`config.mk`:
```
export PLATFORM = sky130hd
export DESIGN_NAME = fft_frame_sequencer
export DESIGN_NICKNAME = d
export VERILOG_FILES = /design/src/rtl/fft_frame_sequencer.sv
export SDC_FILE = /design/constraint.sdc
export NUM_CORES = 1
export LEC_CHECK = 0
export CORE_AREA = 2 2 126 128
export DETAILED_ROUTE_END_ITERATION = 7
export DIE_AREA = 0 0 128 130
export SYNTH_ARGS = -nofsm -noshare
export SYNTH_HDL_FRONTEND = slang
export SYNTH_SLANG_ARGS = --single-unit
```
`constraint.sdc`:
```
create_clock -name clk -period 6.1 [get_ports clk]
set_input_delay 0.61 -clock clk [delete_from_list [all_inputs] [get_ports clk]]
set_output_delay 0.61 -clock clk [all_outputs]
set_load 0.01 [all_outputs]
```
`src/rtl/fft_frame_sequencer.sv`:
```
// rtl/fft_frame_sequencer.sv - rx bytes -> bit-reversed sample RAM frame -> FFT -> byte-serial tx of results
// Optional build macro: FRAME_HDR_EN (prefixes each result stream with a 4-byte header)
module fft_frame_sequencer #(
    parameter int N_LOG2  = 5,
    parameter int TIMEOUT = 4096
) (
    input  logic              clk,
    input  logic              rst,
    input  logic [7:0]        fifo_data_i,
    input  logic              fifo_empty_i,
    output logic              fifo_rd_o,
    output logic              ram_we_o,
    output logic [N_LOG2-1:0] ram_addr_o,
    output logic [31:0]       ram_wdata_o,
    input  logic [31:0]       ram_rdata_i,
    output logic              fft_start_o,
    input  logic              fft_done_i,
    output logic [7:0]        tx_data_o,
    output logic              tx_valid_o,
    input  logic              tx_ready_i,
    output logic              busy_o,
    output logic              err_o
);

    localparam logic [N_LOG2-1:0] K_LAST  = '1;
    localparam logic [15:0]       TO_LAST = 16'(TIMEOUT - 1);
`ifdef FRAME_HDR_EN
    localparam logic [15:0]       PAYLOAD_LEN = 16'(4 * (1 << N_LOG2));
`endif

    typedef enum logic [2:0] {
        IDLE,
        LOAD,
        START,
        WAIT_FFT,
        RD_ISSUE,
        RD_LATCH,
        TX_BYTE
`ifdef FRAME_HDR_EN
        , TX_HDR
`endif
    } state_t;

    state_t              state;
    state_t              state_nxt;
    logic [1:0]          b_q;
    logic [N_LOG2-1:0]   k_q;
    logic [23:0]         asm_q;
    logic [15:0]         tcnt_q;
    logic [31:0]         shreg_q;
    logic                err_q;
    logic                we_q;
    logic [N_LOG2-1:0]   addr_q;
    logic [31:0]         wdata_q;

    function automatic logic [N_LOG2-1:0] bitrev(input logic [N_LOG2-1:0] v);
        logic [N_LOG2-1:0] r;
        for (int i = 0; i < N_LOG2; i++) begin
            r[i] = v[N_LOG2-1-i];
        end
        return r;
    endfunction

    always_ff @(posedge clk or negedge rst) begin
        if (!rst) begin
            state <= IDLE;
        end else begin
            state <= state_nxt;
        end
    end

    always_comb begin
        state_nxt   = state;
        fifo_rd_o   = 1'b0;
        fft_start_o = 1'b0;
        tx_valid_o  = 1'b0;
        tx_data_o   = 8'h00;
        case (state)
            IDLE: begin
                if (!fifo_empty_i) state_nxt = LOAD;
            end
            LOAD: begin
                fifo_rd_o = !fifo_empty_i;
                if (!fifo_empty_i && b_q == 2'd3 && k_q == K_LAST) state_nxt = START;
            end
            START: begin
                fft_start_o = 1'b1;
                state_nxt   = WAIT_FFT;
            end
            WAIT_FFT: begin
                if (fft_done_i) begin
`ifdef FRAME_HDR_EN
                    state_nxt = TX_HDR;
`else
                    state_nxt = RD_ISSUE;
`endif
                end else if (tcnt_q == TO_LAST) begin
                    state_nxt = IDLE;
                end
            end
            RD_ISSUE: state_nxt = RD_LATCH;
            RD_LATCH: state_nxt = TX_BYTE;
            TX_BYTE: begin
                tx_valid_o = 1'b1;
                tx_data_o  = shreg_q[{b_q, 3'b000} +: 8];
                if (tx_ready_i && b_q == 2'd3) state_nxt = (k_q == K_LAST) ? IDLE : RD_ISSUE;
            end
`ifdef FRAME_HDR_EN
            TX_HDR: begin
                tx_valid_o = 1'b1;
                case (b_q)
                    2'd0:    tx_data_o = 8'hA5;
                    2'd1:    tx_data_o = 8'h5A;
                    2'd2:    tx_data_o = PAYLOAD_LEN[7:0];
                    default: tx_data_o = PAYLOAD_LEN[15:8];
                endcase
                if (tx_ready_i && b_q == 2'd3) state_nxt = RD_ISSUE;
            end
`endif
            default: state_nxt = IDLE;
        endcase
    end

    // Read address is presented combinationally so the RAM's 1-cycle latency lands in RD_LATCH.
    assign ram_addr_o  = (state == RD_ISSUE) ? k_q : addr_q;
    assign ram_we_o    = we_q;
    assign ram_wdata_o = wdata_q;
    assign busy_o      = (state != IDLE);
    assign err_o       = err_q;

    always_ff @(posedge clk or negedge rst) begin
        if (!rst) begin
            b_q     <= 2'd0;
            k_q     <= '0;
            asm_q   <= 24'd0;
            tcnt_q  <= 16'd0;
            shreg_q <= 32'd0;
            err_q   <= 1'b0;
            we_q    <= 1'b0;
            addr_q  <= '0;
            wdata_q <= 32'd0;
        end else begin
            we_q <= 1'b0;
            if (fifo_rd_o) err_q <= 1'b0;
            case (state)
                IDLE: begin
                    b_q <= 2'd0;
                    k_q <= '0;
                end
                LOAD: begin
                    if (fifo_rd_o) begin
                        b_q <= b_q + 2'd1;
                        case (b_q)
                            2'd0: asm_q[7:0]   <= fifo_data_i;
                            2'd1: asm_q[15:8]  <= fifo_data_i;
                            2'd2: asm_q[23:16] <= fifo_data_i;
                            default: begin
                                we_q    <= 1'b1;
                                addr_q  <= bitrev(k_q);
                                wdata_q <= {fifo_data_i, asm_q};
                                k_q     <= (k_q == K_LAST) ? '0 : k_q + 1'b1;
                            end
                        endcase
                    end
                end
                START: tcnt_q <= 16'd0;
                WAIT_FFT: begin
                    b_q <= 2'd0;
                    k_q <= '0;
                    if (!fft_done_i) begin
                        if (tcnt_q == TO_LAST) err_q <= 1'b1;
                        else                   tcnt_q <= tcnt_q + 16'd1;
                    end
                end
                RD_LATCH: begin
                    shreg_q <= ram_rdata_i;
                    b_q     <= 2'd0;
                end
                TX_BYTE: begin
                    if (tx_ready_i) begin
                        b_q <= b_q + 2'd1;
                        if (b_q == 2'd3 && k_q != K_LAST) k_q <= k_q + 1'b1;
                    end
                end
`ifdef FRAME_HDR_EN
                TX_HDR: begin
                    if (tx_ready_i) b_q <= b_q + 2'd1;
                end
`endif
                default: ;
            endcase
        end
    end

endmodule
```
==> flow_summary.yaml <==
yosys:
  synth.top_cell.area_share: 0.5620
  synthDistinctLibCells: 43
  syn_nets: 458
  synth-edff-count: 0
  netlist_area_um2: 5388
  ys_seq_area_frac: 0.5620
  synth-main-ff-cell: "dfrtp_1"
  synth.area.top_cells: "dfrtp_1 56%, mux2_2 21%, mux4_2 3.3%"
  avgSynthCellArea_um2: 13.34
  synth_area_leader_cell: "dfrtp_1"
  async_reset_ff_frac: 1.000
  postSynthCellCount: 404
  synth_seq_cells: 121
  yosysWarnings: 0
setup_path:
  critPathLaunchType: "flop"
  crit_path_top_delay_cell: "nor3_1"
  crit_fanout: 13
  path_cells: "inv_1 > nor3_1 > mux2_2 > clkdlybuf4s50_1"
  crit_path_end_kind: "output port"
  path_class: "reg -> out"
  cpLargestDelayFamily: "simple AND/OR/NAND/NOR gates"
  critPathRequiredTime_ps: 5490
  crit_arrival_ps: 2750
  cp_slowest_stage_delay_ps: 750
  cp_num_buf_inv: 2
cts:
  cts_hold_buffers: 0
  clk_latency_ps: 410
  path_clk_slew_ps: 50
  htreeDepth: 4
  cts_resized: 0
  cts_root_buf: "clkbuf_16"
  post_cts_buffers: 0
  cts_buffer_depth: 2
  cts_sinks: 121
  cts_buffers: 17
  cts_tree: "built"
pwr:
  leakage_uw: 0.003054
  power_density_nw_per_um2: 472.6
  ir_drop_uv: 206.2
grt:
  grt_first_pass_wirelength_um: 18960
  track_usage: 0.1485
  grt_pass1_vias: 3722
  overflow: 0
  antenna_found_initial: 0
  grt_max_degree: 64
route:
  drt-met1-wl_um: 5295
  wl_met3_um: 489
  postRouteAntennaNets: 0
  num_vias: 3599
  met2_length_um: 5806
  drc: 0
  route.top_layer_used: "met4"
  wl_um: 11740
  wire_per_inst_um: 16.61
  via_per_inst: 5.091
  dr.pass1.iters: 4
  first_iter_violations: 223
worst_hold_path:
  min_path_type: "in -> async"
sta:
  hold_viol: 0
  tightest_slew_ps: 881.2
  slew_violations: 0
  slew-limit-headroom: 0.4080
  fin_crit_ps: 3364
  period_share: 0.5515
  setup_tns_ps: 0
  fmax_mhz: 297.2
  skew_ps: 16.33
  finalSetupViolations: 0
  rsz0062_at_grt: "false"
final_layout:
  drive_gt1_frac: 0.2816
  syn2layout_area_growth_pct: 31.14
  fin_cells: 707
  final_nets: 557
  n_antenna_cell: 0
  nFillCells: 1432
floorplan:
  die_x_um: 128
  dieArea_um2: 16640
  core_um2: 15420
  ioPinCount: 96
  start_util: 0.3493
  std_cell_rows: 46
  die_y_um: 130
placed_design:
  dp_cells: 676
  routabilityCongestion: 0.7875
  io_buffers: 95
  dp_hpwl_um: 7878
run_status:
  outcome: "complete, no violations"
flow_run:
  max_cap_violations: 0
## cell families after synthesis
family / count (synthesis) / share of synthesized area
simple gates: 87 / 0.09011
fa+ha+maj: 9 / 0.02090
mux: 108 / 0.2422
flops: 121 / 0.5620
compound gates: 50 / 0.06062
buf+inv: 29 / 0.02415
## worst reg2reg max path: stages (launching register included)
cell and delay [ps]:
dfrtp_1 810, ha_1 380, a21oi_1 100, a221o_1 480, nor4b_1 350, a21o_1 130
## area by class of cell
cell class,instances,area (um^2),share of cell area
Timing Repair Buffer,98,970.9,0.1374
Clock buffer,20,456.7,0.06464
Sequential cell,121,3028,0.4285
Inverter,11,41.29,0.005844
Clock inverter,11,98.84,0.01399
Tap cell,192,240.2,0.03400
Multi-Input combinational cell,254,2230,0.3156
## cell usage after synthesis, drive strengths merged (2+ instances only)
cell type and count:
and2 8, clkbuf 6, nor4b 2, ha 9, nor3 7, mux2 99, or4 2, nand2 22
dfrtp 121, and3 2, nand4 6, o31ai 7, or3 4, o21ai 17, nand3b 2, buf 12
nand2b 4, o21bai 2, nand3 14, a21oi 6, mux4 8, inv 11, o211ai 8, nor2 8
nor2b 2, nor4 2
## worst paths after layout
check                           start         endpoint  slack [ps]  cells past startpoint
min                               rst  ram_wdata_o[19]         280                      1
min reg2reg                tcnt_q[15]       tcnt_q[15]         500                      1
max reg2reg                    b_q[0]           k_q[2]        3810                      5
max                          state[2]    ram_addr_o[4]        2740                      4
min in group clk           tcnt_q[15]       tcnt_q[15]         500                      1
max in group asynchronous         rst        tcnt_q[2]        4490                      2
## cell usage in the layout, fill, tap and decap left out, types with 2 or more instances in the layout
| cell | instances |
|---|---|
| a21oi_1 | 6 |
| and2_1 | 8 |
| and3_1 | 2 |
| buf_4 | 4 |
| clkbuf_16 | 17 |
| clkbuf_8 | 2 |
| clkdlybuf4s50_1 | 94 |
| clkinv_2 | 3 |
| clkinvlp_4 | 6 |
| dfrtp_1 | 121 |
| ha_1 | 9 |
| inv_1 | 11 |
| mux2_2 | 99 |
| mux4_2 | 8 |
| nand2_1 | 22 |
| nand2b_1 | 4 |
| nand3_1 | 14 |
| nand3b_1 | 2 |
| nand4_1 | 6 |
| nor2_1 | 8 |
| nor2b_1 | 2 |
| nor3_1 | 6 |
| nor4b_1 | 2 |
| o211ai_1 | 8 |
| o21ai_0 | 17 |
| o21bai_1 | 2 |
| o31ai_1 | 7 |
| or3_1 | 4 |
## metrics by stage
step | cell area [um^2] | setup WS (ps) | util | total power, uW | hold slack, ps
floorplan | 5388 | 3918 | - | 1996 | 314.4
global placement | 6510 | 3249 | 0.4220 | 2380 | 479.7
detailed placement | 6510 | 3180 | 0.4220 | 2431 | 488.7
CTS | 7066 | 2718 | 0.4581 | 3382 | 299.8
global route | 7066 | 2626 | 0.4581 | 3548 | 325.4
finish | 7066 | 2736 | 0.4581 | 3339 | 278.4
## layer usage
metal | global-route usage | vias up
met3 | 0.04346 | 12
met5 | 0 | -
met2 | 0.2372 | 75
li1 | - | 1667
met1 | 0.1936 | 1845
met4 | 0.05430 | 0
## where the power goes
group	leakage (uW)	internal, uW	total (uW)	switching, uW
sequential	0.00155	1120	1340	218
combinational	0.00125	638	1070	427
clock	0.000256	577	934	358
## flip-flops by register name, summed over array words and instances, names as in the netlist
register / flops
ram_we_o: 1
addr_q: 5
k_q: 5
err_o: 1
asm_q: 24
state: 3
tcnt_q: 16
ram_wdata_o: 32
shreg_q: 32
b_q: 2
No activity file was read; power rests on OpenSTA's default activity.
